`config.mk`:
```
export PLATFORM = sky130hd
export DESIGN_NAME = handshake_responder
export DESIGN_NICKNAME = d
export VERILOG_FILES = /design/src/rtl/handshake_pkg.sv /design/src/rtl/ff_synchronizer.sv /design/src/rtl/handshake_responder.sv
export SDC_FILE = /design/constraint.sdc
export NUM_CORES = 1
export LEC_CHECK = 0
export ABC_AREA = 0
export BUFFER_PORTS_ARGS = -buffer_cell sky130_fd_sc_hd__buf_2
export CAP_MARGIN = 20
export CORE_AREA = 2 2 39 41
export CTS_CLUSTER_DIAMETER = 120
export DETAILED_ROUTE_END_ITERATION = 10
export DIE_AREA = 0 0 41 43
export PLACE_DENSITY_LB_ADDON = 0.08
export SETUP_SLACK_MARGIN = 0.1
export SYNTH_ARGS = -nofsm -noshare
export SYNTH_HDL_FRONTEND = slang
export SYNTH_SLANG_ARGS = --single-unit
```
`constraint.sdc`:
```
create_clock -name clk -period 1.38 [get_ports clk]
set_clock_uncertainty 0.2 [all_clocks]
set_input_delay 0.207 -clock clk [delete_from_list [all_inputs] [get_ports clk]]
set_output_delay 0.207 -clock clk [all_outputs]
set_load 0.05 [all_outputs]
```
`src/rtl/handshake_pkg.sv`:
```
// Shared types and constants for the req/ack handshake responder.
package handshake_pkg;

    typedef enum logic [1:0] {
        IDLE = 2'd0,
        HOLD = 2'd1,
        ACK  = 2'd2
    } hs_resp_state_t;

    localparam int HS_TWO_PHASE  = 2;
    localparam int HS_FOUR_PHASE = 4;

endpackage

```
`src/rtl/ff_synchronizer.sv`:
```
// Multi-flop level synchronizer with asynchronous active-high reset.
module ff_synchronizer #(
    parameter int               WIDTH        = 1,
    parameter int               EXTRA_STAGES = 0,
    parameter logic [WIDTH-1:0] RESET_VALUE  = '0
) (
    input  logic             i_clk,
    input  logic             i_rst,
    input  logic [WIDTH-1:0] i_d,
    output logic [WIDTH-1:0] o_q
);

    localparam int STAGES = 2 + EXTRA_STAGES;

    logic [STAGES-1:0][WIDTH-1:0] r_sync;

    always_ff @(posedge i_clk or posedge i_rst) begin
        if (i_rst) r_sync <= {STAGES{RESET_VALUE}};
        else       r_sync <= {r_sync[STAGES-2:0], i_d};
    end

    assign o_q = r_sync[STAGES-1];

endmodule

```
`src/rtl/handshake_responder.sv`:
```
// Receiving end of a 2-phase or 4-phase req/ack handshake; delivers each
// bundled word onto a local valid/ready stream and acks once it is taken.
module handshake_responder
    import handshake_pkg::*;
#(
    parameter int DWIDTH         = 8,
    parameter int EXTRA_STAGES   = 0,
    parameter int HANDSHAKE_TYPE = 2
) (
    input  logic              clk,
    input  logic              reset,
    input  logic              hs_req,
    input  logic [DWIDTH-1:0] hs_data,
    output logic              hs_ack,
    output logic              out_valid,
    output logic [DWIDTH-1:0] out_data,
    input  logic              out_ready
);

    // Anything other than four-phase falls back to toggle signalling.
    localparam int TYPE_EFF = (HANDSHAKE_TYPE == HS_FOUR_PHASE) ? HS_FOUR_PHASE : HS_TWO_PHASE;

    logic              w_sync_rst;
    logic              w_req_s;
    logic              w_new_req;
    hs_resp_state_t    r_state;
    logic              r_ack;
    logic              r_valid;
    logic [DWIDTH-1:0] r_data;

    assign w_sync_rst = ~reset;

    ff_synchronizer #(
        .WIDTH        (1),
        .EXTRA_STAGES (EXTRA_STAGES),
        .RESET_VALUE  (1'b0)
    ) u_req_sync (
        .i_clk (clk),
        .i_rst (w_sync_rst),
        .i_d   (hs_req),
        .o_q   (w_req_s)
    );

    generate
        if (TYPE_EFF == HS_FOUR_PHASE) begin : g_four_phase
            assign w_new_req = w_req_s & ~r_ack;

            always_ff @(posedge clk or negedge reset) begin
                if (!reset) begin
                    r_state <= IDLE;
                    r_ack   <= 1'b0;
                    r_valid <= 1'b0;
                    r_data  <= '0;
                end else begin
                    case (r_state)
                        // hs_data is safe to sample raw: it settled before req got through the synchronizer
                        IDLE: if (w_new_req) begin
                            r_data  <= hs_data;
                            r_valid <= 1'b1;
                            r_state <= HOLD;
                        end
                        HOLD: if (r_valid && out_ready) begin
                            r_valid <= 1'b0;
                            r_ack   <= 1'b1;
                            r_state <= ACK;
                        end
                        ACK: if (!w_req_s) begin
                            r_ack   <= 1'b0;
                            r_state <= IDLE;
                        end
                        default: r_state <= IDLE;
                    endcase
                end
            end
        end else begin : g_two_phase
            // Pending whenever the levels differ; toggles seen in HOLD resurface in IDLE.
            assign w_new_req = w_req_s ^ r_ack;

            always_ff @(posedge clk or negedge reset) begin
                if (!reset) begin
                    r_state <= IDLE;
                    r_ack   <= 1'b0;
                    r_valid <= 1'b0;
                    r_data  <= '0;
                end else begin
                    case (r_state)
                        IDLE: if (w_new_req) begin
                            r_data  <= hs_data;
                            r_valid <= 1'b1;
                            r_state <= HOLD;
                        end
                        HOLD: if (r_valid && out_ready) begin
                            r_valid <= 1'b0;
                            r_ack   <= ~r_ack;
                            r_state <= IDLE;
                        end
                        default: r_state <= IDLE;
                    endcase
                end
            end
        end
    endgenerate

    assign hs_ack    = r_ack;
    assign out_valid = r_valid;
    assign out_data  = r_data;

endmodule

```
=== Word-level counts from Yosys, hierarchy flattened ===
Index checks and enable logic that the tools add are counted.

* Bits in registers: 14
* Input bits: 12
* Output and inout port bits: 10
* Word-level logic and storage cells: 24

* Eq/ne operators: 3
* Mux-type cells: 6
* Bitwise logic cells: 2
* Reductions and logical operators: 7

{| class="wikitable"
|+ Operators by type and width
! cell !! count
|-
| $reduce_and A2 Y1 || 3
|-
| $mux W2 || 2
|-
| $ne A2 B2 Y1 const B || 2
|-
| $pmux W2 S2 || 1
|-
| $reduce_and A3 Y1 || 1
|-
| $eq A2 B1 Y1 const B || 1
|-
| $logic_not A2 Y1 || 1
|-
| $mux W1 || 2
|-
| $pmux W1 S2 || 1
|-
| $reduce_bool A2 Y1 || 1
|-
| $logic_and A1 B1 Y1 || 1
|-
| $not A1 Y1 || 1
|-
| $xor A1 B1 Y1 || 1
|}

=== Logic depth before layout (Yosys ltp) ===
* Word-level depth: 3
* Depth in mapped cells: 3
* Gate-level depth less buffers: 3

=== Cells and area by module ===
A second synthesis with hierarchy kept.

* Cell total of the unflattened synthesis: 27
* Area total of the unflattened synthesis: 440.4 um^2

{| class="wikitable"
|+ Modules (own cells, without submodules)
! module !! times used !! cells an instance !! area each (um^2) !! sequential area each (um^2)
|-
| handshake_responder || 1 || 24 || 386.6 || 250.2
|-
| ff_synchronizer || 1 || 3 || 53.8 || 50.0
|}

=== Worst setup path after synthesis ===
Ideal clock, no wire load.

* Path type: flip-flop to flip-flop
* Start: register r_ack (netlist: hs_ack)
* End: register r_data[0] (netlist: out_data[0])
* Library setup time: 125 ps
* Arrival: 1405 ps
* Data required time: 1055 ps
* Setup slack: -350 ps
* Cell stages (with the launch flop): 4
* Path buffers: 0
* Period minus slack after synthesis: 1730 ps
* Cells stage by stage: dfrtp_1 xnor2_1 nor2_4 mux2_2

* Word-level cells in the longest chain between the ends: 2

{| class="wikitable"
|+ RTL lines
! element !! RTL line !! source
|-
| from (decl) || handshake_responder.sv:27 || <nowiki>logic r_ack;</nowiki>
|-
| from (signal assigned) || handshake_responder.sv:94 || <nowiki>r_ack <= ~r_ack;</nowiki>
|-
| $xor A1 B1 Y1 || handshake_responder.sv:77 || <nowiki>assign w_new_req = w_req_s ^ r_ack;</nowiki>
|-
| $reduce_and A2 Y1 (no source line) || - ||
|-
| to (signal assigned) || handshake_responder.sv:88 || <nowiki>r_data <= hs_data;</nowiki>
|-
| to (decl) || handshake_responder.sv:29 || <nowiki>logic [DWIDTH-1:0] r_data;</nowiki>
|}

No other way between the ends.
A chain may end at the register's enable or synchronous reset.

=== Worst setup path in the final report ===
* Start: register r_ack (netlist: hs_ack)
* End: register r_data[2] (netlist: out_data[2])

Same word-level chain as after synthesis.

==> results.py <==
metrics = {
    "run_status": {
        "outcome": "finished, violations left",
        "violations": "setup timing",
    },
    "pwr": {
        "pwr-share-clk_pct": 8.9,
        "peakVddDrop_v": 0.001093,
        "power.density_mw_per_mm2": 2834,
        "p_int_mw": 1.348,
        "p_seq_share_pct": 26.5,
        "p_leak_nw": 0.4076,
        "p_switching_mw": 1.031,
        "comb_power_share_pct": 64.6,
        "swShare_pct": 43.33,
    },
    "logic_synthesis": {
        "synth_area_leader_cell": "dfrtp_1",
        "ys_types": 6,
        "synth_area_leaders": "dfrtp_1 69%, mux2_2 21%, xnor2_1 4.0%",
        "synth_area_um2": 432.9,
        "synth_nets": 37,
        "netlist_instances": 25,
        "yosysTopAreaCellShare_pct": 69.36,
        "yosysWarnings": 0,
        "ys_seq_area_share_pct": 69.36,
        "ys_ff_latch": 12,
        "synth_area_per_cell_um2": 17.32,
    },
    "timing": {
        "relSlewSlack_pct": 82.55,
        "tightest_slew_ns": 0.2617,
        "setup_slack_ns": -0.1029,
        "finalCritPeriodShare_pct": 107.5,
        "rsz0062_at_grt": "yes",
        "hold_viol_final": 0,
        "tns_ns": -0.8020,
        "drv_slew": 0,
        "fmax_mhz": 674.3,
        "hold_slack_ns": 0.1465,
        "setup_viol": 9,
        "layout_min_cycle_time_ns": 1.483,
    },
    "grt": {
        "antenna_found_initial": 0,
        "grt_pass1_vias": 308,
        "grt_max_degree": 13,
        "gr-total-overflow": 0,
        "grt_pass1_wl_um": 1352,
        "grt_usage_pct": 11.96,
    },
    "route": {
        "via_per_inst": 4.085,
        "firstDrtPassIters": 2,
        "via_count": 335,
        "drc": 0,
        "drt-total-wl_um": 927,
        "ant_nets": 0,
        "drt_iter0_drc": 1,
        "wl_per_cell_um": 11.30,
    },
    "cts": {
        "clk_pin_slew_ns": 0.07,
        "numCtsBuffers": 3,
        "clk_latency_ns": 0.26,
        "cts_tree": "built",
        "cts.sinks": 12,
        "clock_path_buffers": 2,
        "clock-root-buffer": "clkbuf_4",
        "ctsHtreeMaxLevel": 1,
    },
    "critical_path": {
        "critPathMaxFanout": 2,
        "worstSetupPathType": "flip-flop to flip-flop",
        "cpPeakStageDelay_ns": 0.44,
        "slowest_stage": "dfrtp_2",
        "arrival_ns": 1.43,
        "worstSetupStartpointType": "flip-flop",
        "end_kind": "flip-flop",
        "critPathRequiredTime_ns": 1.33,
        "path_delay_family": "flip-flops",
        "path_cells": "xnor2_4 -> nor2_4 -> buf_4 -> mux2_4",
        "cp_num_buf_inv": 1,
    },
    "flow_run": {
        "max_cap_viol_count": 0,
    },
    "cells_and_area": {
        "instances_no_fill": 82,
        "final_util_pct": 60.67,
        "areaGrowthSynthToFinish_pct": 93.93,
        "drive_gt1_share_pct": 62.12,
        "nets": 79,
        "antenna_cells": 0,
        "most-common-layout-cells": "11 x dlygate4sd3_1, 11 x buf_2, 10 x dfrtp_1, 10 x buf_4, 8 x mux2_4",
    },
    "hold_path": {
        "hold_class": "input port to asynchronous set/reset pin",
    },
    "die": {
        "core.rowCount": 14,
        "ios": 22,
        "start_util_pct": 31.28,
        "dieWidth_um": 41,
        "dieArea_mm2": 0.001763,
        "die_h_um": 43,
        "core_area_mm2": 0.001384,
    },
    "place": {
        "globalplace.congestion": 0.5892,
        "pre_cts_ws_ns": -0.1262,
        "port-buffer-count": 21,
        "dp.cells": 64,
    },
}
-- routing by layer --
layer  routed length, um  global-route usage, %  vias up  share of wire [%]
met5                   0                      0        -                  0
met4                   0                  6.000        0                  0
met3                  77                  4.712        0                8.3
met2                 415                  15.63       15                 45
met1                 434                  16.72      152                 47
li1                    -                      -      168                  -
-- logic make-up (layout without fill, tap and decap cells) --
family / count (synthesis) / count (layout) / share of synthesized area, %
buffers and inverters: 0 / 41 / 0
xor gates and xnor gates: 2 / 2 / 4.047
muxes: 9 / 9 / 23.12
and+or+nand+nor: 2 / 2 / 3.467
DFF: 12 / 12 / 69.36
-- worst register-to-register path, cell delays in order, from the launching register on --
cell	delay, ns
dfrtp_2	0.44
xnor2_4	0.16
nor2_4	0.12
buf_4	0.14
mux2_4	0.30
-- path summary, 6_finish.rpt --
kind                                      start             end  slack (ns)  cells past startpoint
max                                      hs_ack     out_data[2]       -0.10                      4
min                                       reset     out_data[2]        0.15                      2
max reg2reg                              hs_ack     out_data[2]       -0.10                      4
min reg2reg                u_req_sync.r_sync[0]  u_req_sync.o_q        0.16                      0
max in group asynchronous                 reset          hs_ack        0.61                      2
min in group clk           u_req_sync.r_sync[0]  u_req_sync.o_q        0.16                      0
-- state kept, by name, indices dropped and copies added (netlist names) --
name               count
hs_ack                 1
out_data               8
out_valid              1
u_req_sync.o_q         1
u_req_sync.r_sync      1
-- layout make-up --
type / count / area, um2
Clock buffer: 4 / 26.28
Fill cell: 111 / 544.3
Multi-Input combinational cell: 13 / 181.4
Sequential cell: 12 / 302.8
Tap cell: 16 / 20.02
Timing Repair Buffer: 37 / 309.0
-- timing repair --
action	4_1_cts	5_1_grt
pin swaps	2	2
setup endpoints to repair	14	13
hold buffers	11	0
endpoints found under the hold margin	22	0
buffers inserted	3	0
gates resized for setup	16	11
-- power by group through the flow --
stage / combinational [mW] / clock [mW] / sequential (mW)
finish: 1.54 / 0.212 / 0.630
global route: 1.60 / 0.242 / 0.648
CTS: 1.44 / 0.222 / 0.610
detailed placement: 1.12 / 0 / 0.605
global placement: 1.09 / 0 / 0.601
floorplan: 0.287 / 0 / 1.16
-- Yosys cell counts --
master,n
nand2_1,1
nor2_4,1
xnor2_1,2
dfrtp_1,12
mux2_2,8
mux2i_1,1
-- metrics by stage --
| stage | power (mW) | cell area [um2] |
|---|---|---|
| CTS | 2.274 | 805.8 |
| finish | 2.379 | 839.6 |
| floorplan | 1.444 | 442.9 |
| global route | 2.494 | 839.6 |
| detailed placement | 1.721 | 583.1 |
| global placement | 1.691 | 583.1 |
Note: power is estimated with default switching activity, not from simulation.
